===== src/rtl/ddr_sched_pkg.sv =====
// Shared types and constants for the DDR ring-buffer burst scheduler.
package ddr_sched_pkg;

  typedef enum logic [2:0] {
    ST_IDLE,
    ST_WR_ADDR,
    ST_WR_DATA,
    ST_WR_RESP,
    ST_RD_ADDR,
    ST_RD_DATA
  } state_t;

  localparam int unsigned DATA_W     = 256;
  localparam int unsigned STRB_W     = DATA_W / 8;
  localparam int unsigned BEAT_BYTES = DATA_W / 8;
  localparam int unsigned LEVEL_W    = 11;
  localparam int unsigned FILL_W     = 17;

  localparam logic DIR_WR = 1'b0;
  localparam logic DIR_RD = 1'b1;

  localparam logic [1:0] RESP_OKAY = 2'b00;

endpackage


===== src/rtl/ring_ptr_tracker.sv =====
// DDR ring write/read pointers and committed-beat fill, advanced one burst per commit pulse.
module ring_ptr_tracker
  import ddr_sched_pkg::*;
#(
  parameter int unsigned BURST_LEN  = 16,
  parameter int unsigned ADDR_W     = 28,
  parameter int unsigned BASE_ADDR  = 0,
  parameter int unsigned RING_BEATS = 65536
) (
  input  logic              clk,
  input  logic              rst_n,
  input  logic              wr_commit,
  input  logic              rd_commit,
  output logic [ADDR_W-1:0] wr_addr,
  output logic [ADDR_W-1:0] rd_addr,
  output logic [FILL_W-1:0] ring_fill
);

  localparam int unsigned PTR_W = $clog2(RING_BEATS);

  logic [PTR_W-1:0] wr_ptr;
  logic [PTR_W-1:0] rd_ptr;

  // Power-of-two ring: natural pointer overflow is the modulo wrap.
  always_ff @(posedge clk or negedge rst_n) begin
    if (!rst_n) begin
      wr_ptr    <= '0;
      rd_ptr    <= '0;
      ring_fill <= '0;
    end else begin
      if (wr_commit) wr_ptr <= wr_ptr + PTR_W'(BURST_LEN);
      if (rd_commit) rd_ptr <= rd_ptr + PTR_W'(BURST_LEN);
      case ({wr_commit, rd_commit})
        2'b10:   ring_fill <= ring_fill + FILL_W'(BURST_LEN);
        2'b01:   ring_fill <= ring_fill - FILL_W'(BURST_LEN);
        default: ring_fill <= ring_fill;
      endcase
    end
  end

  assign wr_addr = ADDR_W'(BASE_ADDR) + ADDR_W'(wr_ptr) * ADDR_W'(BEAT_BYTES);
  assign rd_addr = ADDR_W'(BASE_ADDR) + ADDR_W'(rd_ptr) * ADDR_W'(BEAT_BYTES);

endmodule


===== src/rtl/ddr_burst_sched.sv =====
// Round-robin AXI4 burst scheduler moving the write FIFO into a DDR ring and the ring back out to the read FIFO.
module ddr_burst_sched
  import ddr_sched_pkg::*;
#(
  parameter int unsigned BURST_LEN   = 16,
  parameter int unsigned ADDR_W      = 28,
  parameter int unsigned BASE_ADDR   = 0,
  parameter int unsigned RING_BEATS  = 65536,
  parameter int unsigned RFIFO_DEPTH = 1024
) (
  input  logic               ddr_clk,
  input  logic               rstn,
  input  logic [LEVEL_W-1:0] wfifo_rd_water_level,
  input  logic [DATA_W-1:0]  wfifo_rd_data256_in,
  output logic               wfifo_rd_req,
  input  logic [LEVEL_W-1:0] rfifo_wr_water_level,
  output logic               rfifo_wr_req,
  output logic [DATA_W-1:0]  rfifo_wr_data256_out,
  output logic [ADDR_W-1:0]  axi_awaddr,
  output logic [7:0]         axi_awlen,
  output logic               axi_awvalid,
  input  logic               axi_awready,
  output logic [DATA_W-1:0]  axi_wdata,
  output logic [STRB_W-1:0]  axi_wstrb,
  output logic               axi_wlast,
  output logic               axi_wvalid,
  input  logic               axi_wready,
  input  logic [1:0]         axi_bresp,
  input  logic               axi_bvalid,
  output logic               axi_bready,
  output logic [ADDR_W-1:0]  axi_araddr,
  output logic [7:0]         axi_arlen,
  output logic               axi_arvalid,
  input  logic               axi_arready,
  input  logic [DATA_W-1:0]  axi_rdata,
  input  logic               axi_rlast,
  input  logic               axi_rvalid,
  output logic               axi_rready,
  output logic [FILL_W-1:0]  ring_fill,
  output logic               err_resp
);

  localparam int unsigned BEAT_W    = (BURST_LEN > 1) ? $clog2(BURST_LEN) : 1;
  localparam int unsigned FILL_X_W  = FILL_W + 1;
  localparam logic [BEAT_W-1:0] LAST_BEAT = BEAT_W'(BURST_LEN - 1);

  state_t              state, state_nxt;
  logic                last_dir, last_dir_nxt;
  logic [BEAT_W-1:0]   beat, beat_nxt;
  logic                err_nxt;
  logic                wr_commit, rd_commit;
  logic                wr_ok, rd_ok;
  logic [FILL_X_W-1:0] wr_pend;
  logic [ADDR_W-1:0]   wr_addr, rd_addr;
  logic                awvalid_d, wvalid_d, wlast_d, bready_d, arvalid_d, rready_d;

  ring_ptr_tracker #(
    .BURST_LEN (BURST_LEN),
    .ADDR_W    (ADDR_W),
    .BASE_ADDR (BASE_ADDR),
    .RING_BEATS(RING_BEATS)
  ) u_ring (
    .clk      (ddr_clk),
    .rst_n    (rstn),
    .wr_commit(wr_commit),
    .rd_commit(rd_commit),
    .wr_addr  (wr_addr),
    .rd_addr  (rd_addr),
    .ring_fill(ring_fill)
  );

  // The in-flight write burst counts against ring space until its response commits it.
  assign wr_pend = (state inside {ST_WR_ADDR, ST_WR_DATA, ST_WR_RESP}) ? FILL_X_W'(BURST_LEN) : '0;
  assign wr_ok   = (32'(wfifo_rd_water_level) >= BURST_LEN) &&
                   ((FILL_X_W'(ring_fill) + wr_pend) <= FILL_X_W'(RING_BEATS - BURST_LEN));
  assign rd_ok   = ((32'(rfifo_wr_water_level) + BURST_LEN) <= RFIFO_DEPTH) &&
                   (32'(ring_fill) >= BURST_LEN);

  always_comb begin
    state_nxt    = state;
    last_dir_nxt = last_dir;
    beat_nxt     = beat;
    err_nxt      = err_resp;
    wr_commit    = 1'b0;
    rd_commit    = 1'b0;
    case (state)
      ST_IDLE: begin
        if (wr_ok && (!rd_ok || last_dir == DIR_RD)) begin
          state_nxt    = ST_WR_ADDR;
          last_dir_nxt = DIR_WR;
        end else if (rd_ok) begin
          state_nxt    = ST_RD_ADDR;
          last_dir_nxt = DIR_RD;
        end
      end
      ST_WR_ADDR: if (axi_awready) state_nxt = ST_WR_DATA;
      ST_WR_DATA: begin
        if (axi_wvalid && axi_wready) begin
          if (beat == LAST_BEAT) begin
            beat_nxt  = '0;
            state_nxt = ST_WR_RESP;
          end else begin
            beat_nxt = beat + BEAT_W'(1);
          end
        end
      end
      ST_WR_RESP: begin
        if (axi_bvalid) begin
          wr_commit = 1'b1;
          if (axi_bresp != RESP_OKAY) err_nxt = 1'b1;
          state_nxt = ST_IDLE;
        end
      end
      ST_RD_ADDR: if (axi_arready) state_nxt = ST_RD_DATA;
      ST_RD_DATA: begin
        if (axi_rvalid && axi_rlast) begin
          rd_commit = 1'b1;
          state_nxt = ST_IDLE;
        end
      end
      default: state_nxt = ST_IDLE;
    endcase

    awvalid_d = (state_nxt == ST_WR_ADDR);
    wvalid_d  = (state_nxt == ST_WR_DATA);
    wlast_d   = (state_nxt == ST_WR_DATA) && (beat_nxt == LAST_BEAT);
    bready_d  = (state_nxt == ST_WR_RESP);
    arvalid_d = (state_nxt == ST_RD_ADDR);
    rready_d  = (state_nxt == ST_RD_DATA);
  end

  always_ff @(posedge ddr_clk or negedge rstn) begin
    if (!rstn) begin
      state       <= ST_IDLE;
      last_dir    <= DIR_RD;
      beat        <= '0;
      err_resp    <= 1'b0;
      axi_awvalid <= 1'b0;
      axi_wvalid  <= 1'b0;
      axi_wlast   <= 1'b0;
      axi_bready  <= 1'b0;
      axi_arvalid <= 1'b0;
      axi_rready  <= 1'b0;
      axi_awaddr  <= '0;
      axi_araddr  <= '0;
    end else begin
      state       <= state_nxt;
      last_dir    <= last_dir_nxt;
      beat        <= beat_nxt;
      err_resp    <= err_nxt;
      axi_awvalid <= awvalid_d;
      axi_wvalid  <= wvalid_d;
      axi_wlast   <= wlast_d;
      axi_bready  <= bready_d;
      axi_arvalid <= arvalid_d;
      axi_rready  <= rready_d;
      axi_awaddr  <= wr_addr;
      axi_araddr  <= rd_addr;
    end
  end

  // Pointers only move on commit, so the registered addresses are stable through each address phase.
  assign axi_awlen            = 8'(BURST_LEN - 1);
  assign axi_arlen            = 8'(BURST_LEN - 1);
  assign axi_wstrb            = '1;
  assign axi_wdata            = wfifo_rd_data256_in;
  assign wfifo_rd_req         = axi_wvalid & axi_wready;
  assign rfifo_wr_req         = axi_rvalid & axi_rready;
  assign rfifo_wr_data256_out = axi_rdata;

endmodule


===== config.mk =====
export PLATFORM = sky130hd
export DESIGN_NAME = ddr_burst_sched
export DESIGN_NICKNAME = d
export VERILOG_FILES = /design/src/rtl/ddr_sched_pkg.sv /design/src/rtl/ring_ptr_tracker.sv /design/src/rtl/ddr_burst_sched.sv
export SDC_FILE = /design/constraint.sdc
export NUM_CORES = 1
export LEC_CHECK = 0
export BUFFER_PORTS_ARGS = -buffer_cell sky130_fd_sc_hd__clkbuf_2
export CAP_MARGIN = 10
export CORE_AREA = 2 2 464 466
export DETAILED_ROUTE_END_ITERATION = 10
export DIE_AREA = 0 0 466 468
export HOLD_SLACK_MARGIN = 0.05
export PLACE_DENSITY = 0.32
export SYNTH_ARGS = -nofsm -noshare
export SYNTH_HDL_FRONTEND = slang
export SYNTH_SLANG_ARGS = --single-unit

===== constraint.sdc =====
create_clock -name ddr_clk -period 8.09 [get_ports ddr_clk]
set_input_delay 1.618 -clock ddr_clk [delete_from_list [all_inputs] [get_ports ddr_clk]]
set_output_delay 1.618 -clock ddr_clk [all_outputs]
set_load 0.01 [all_outputs]

==> results.py <==
metrics = {
    "sta": {
        "fin_hold_ws_ps": 402,
        "fmax_ghz": 0.252,
        "fin_skew_ps": 14.2,
        "final_max_slew_viol_count": 0,
        "layout_min_cycle_time_ps": 3970,
        "finalWorstSetupSlack_ps": 4120,
        "relSlewSlack_pct": 49.7,
        "setup_viol": 0,
        "rsz0062_at_grt": "no",
        "worst_pin_slew_ps": 755,
        "finalHoldViolations": 0,
        "finalCritPeriodShare_pct": 49.1,
        "finalSetupTns_ps": 0,
    },
    "critical_path": {
        "worstSetupPathType": "in -> reg",
        "timing.rr.end": "u_ring.ring_fill[14]",
        "critPathLaunchType": "primary input",
        "r2r-start": "state[0]",
        "cp.arrival_ps": 4210,
        "crit_path_end_kind": "flip-flop",
        "crit_required_ps": 8330,
        "r2r_slack_ps": 4880,
        "reg2reg_depth": 7,
        "worstPathMaxFanout": 20,
    },
    "logic_synthesis": {
        "synth_top_area_share_pct": 57.4,
        "syn_avg_cell_area_um2": 8.81,
        "yosys_register_bits": 76,
        "synth_enable_flop_cells": 0,
        "synth_warnings": 0,
        "ys.flop_type": "dfrtp_1",
        "ys_seq_area_share_pct": 24.3,
        "yosysMostFrequentCell": "buf_4",
        "async_reset_ff_share_pct": 100,
        "yosys-top-cells-area": "buf_4 57%, dfrtp_1 24%, xnor2_1 2.7%",
        "synth_cell_types": 50,
        "synth.cell_area_um2": 7850,
        "ys_top_cells_by_count": "600 x buf_4, 75 x dfrtp_1, 26 x nand2_1",
        "synthCells": 891,
        "yosysTopAreaCell": "buf_4",
    },
    "die": {
        "die_x_um": 466,
        "row_count": 170,
        "io_pins": 1186,
        "die_y_um": 468,
        "initial_core_util_pct": 3.68,
        "fp.coreArea_um2": 213000,
        "dieArea_um2": 218000,
    },
    "clock_network": {
        "cts_buffers": 9,
        "h-tree-depth": 3,
        "clock_path_buffers": 2,
        "clkTransAtPathRegs_ps": 70,
        "clock_latency_ps": 370,
        "cts_root_buffer": "clkbuf_16",
        "cts.sinks": 76,
        "postCtsSetupRepairBufs": 0,
        "holdBufCountCts": 0,
        "cts_tree": "built",
        "cts-resized-gates": 0,
    },
    "hold_path": {
        "whs_endpoint": "axi_awaddr[20]",
        "hold_path_class": "reg -> reg",
        "min_from": "u_ring.wr_ptr[15]",
        "hold_depth": 0,
    },
    "final_layout": {
        "synthToLayoutAreaGrowth_pct": -0.749,
        "final_cell_count_no_fill": 3293,
        "nFillCells": 25300,
        "ff_latch_area_um2": 1900,
        "multi_input_area_um2": 1640,
        "nNetsFinal": 1003,
        "drive_above_1_share_pct": 22.6,
        "n_antenna_cell": 0,
        "final_util_pct": 3.65,
    },
    "grt": {
        "grt_max_degree": 53,
        "grt_pass1_wl_um": 153000,
        "grt_remaining_overflow": 0,
        "grt_use_total_pct": 12.7,
        "grt_antenna_before_repair": 0,
        "first_global_vias": 3561,
    },
    "placement": {
        "dpl_worst_slack_ps": 3710,
        "gp_congestion": 0.730,
        "port_buffers": 73,
        "hpwl_um": 140000,
        "dp.cells": 3277,
    },
    "drt": {
        "wire_per_inst_um": 44.0,
        "postRouteAntennaNets": 0,
        "drt_iter0_drc": 199,
        "first_pass_iters": 4,
        "drc": 0,
        "vias_per_cell": 1.20,
        "drt-total-wl_um": 145000,
        "dr_total_vias": 3965,
    },
    "run": {
        "drv_cap": 0,
    },
    "power_and_ir_drop": {
        "powerDensity_nw_per_um2": 157,
        "ir_drop_uv": 97.9,
        "power.leakage_nw": 2.24,
    },
    "run_status": {
        "outcome": "completed",
    },
}
## flip-flops by register name (all words and copies together), names as in the netlist
register and cells:
axi_araddr 12, axi_bready 1, axi_rready 1, axi_arvalid 1, axi_wlast 1, err_resp 1, axi_wvalid 1, u_ring.ring_fill 13
state 3, axi_awvalid 1, last_dir 1, axi_awaddr 12, beat 4, u_ring.wr_ptr 12, u_ring.rd_ptr 12
## metal layers
layer	up-vias	track usage (%)	part of all wire (%)
met2	1064	22.8	51
met1	1480	2.50	7.1
met3	153	23.9	40
li1	1262	-	-
met5	-	1.21	0.19
met4	6	2.91	2.1
## through the flow
step / total power [W] / area [um2]
after floorplan: 0.000976 / 8150
after global routing: 0.00132 / 7790
after detailed placement: 0.000827 / 7500
after CTS: 0.00127 / 7790
final: 0.00122 / 7790
after global placement: 0.000827 / 7500
## cells in the final DEF, fill, tap and decap left out, drive strengths merged, types with 2 or more instances in the layout
cell     instances
a2111oi          2
a21oi            4
a31oi            2
and2             4
and3             5
buf              2
clkbuf          81
clkinv           2
conb            84
dfrtp           75
ha               9
inv             11
mux2             4
nand2           26
nand2b           5
nand3           15
nand3b           3
nand4           12
nand4b           2
nor2            21
nor2b            5
nor3             6
nor4             7
o21ai            7
or3              2
or4              3
or4b             2
xnor2           24
xor2            12
## worst max-delay path by stage
stage               startpoint              endpoint  slack (ps)
finish              axi_rvalid  u_ring.ring_fill[14]        4120
global route        axi_rvalid  u_ring.ring_fill[15]        3870
CTS                 axi_rvalid  u_ring.ring_fill[16]        4100
detailed placement  axi_rvalid  u_ring.ring_fill[16]        3710
global placement    axi_rvalid  u_ring.ring_fill[15]        3650
floorplan           axi_rvalid  u_ring.ring_fill[15]        4460
## cell families (layout without fill, tap and decap cells)
family          Yosys count  after routing  share of synthesized area [%]
xor+xnor                 36             36                           4.02
compound gates           25             25                           2.17
buf+inv                 615             97                           58.7
fa+ha+maj                 9              9                           1.44
simple gates            123            123                           8.58
other cells               2             84                         0.0957
mux                       5              5                          0.702
flops                    76             76                           24.3
## report_power, final
group | switching (W) | internal, W | leakage, nW | total [W]
Combinational | 0.000168 | 0.000107 | 1.07 | 0.000275
Clock | 0.000202 | 0.000216 | 0.140 | 0.000418
Sequential | 0.0000873 | 0.000440 | 1.03 | 0.000527
Total | 0.000457 | 0.000763 | 2.24 | 0.00122
## layout make-up
type | instances | area share (%)
Clock buffer | 9 | 2.89
Clock inverter | 7 | 0.835
Inverter | 7 | 0.337
Multi-Input combinational cell | 282 | 21.1
Sequential cell | 76 | 24.4
Tap cell | 2838 | 45.6
Timing Repair Buffer | 74 | 4.82
## worst max-delay path: stages
cell	delay, ps
clkbuf_2	90
nand3_1	160
nor2_1	480
ha_1	690
or4b_2	650
o21ai_0	240
nand3_1	130
xnor2_1	150
Power figures use the tool's default switching activity.
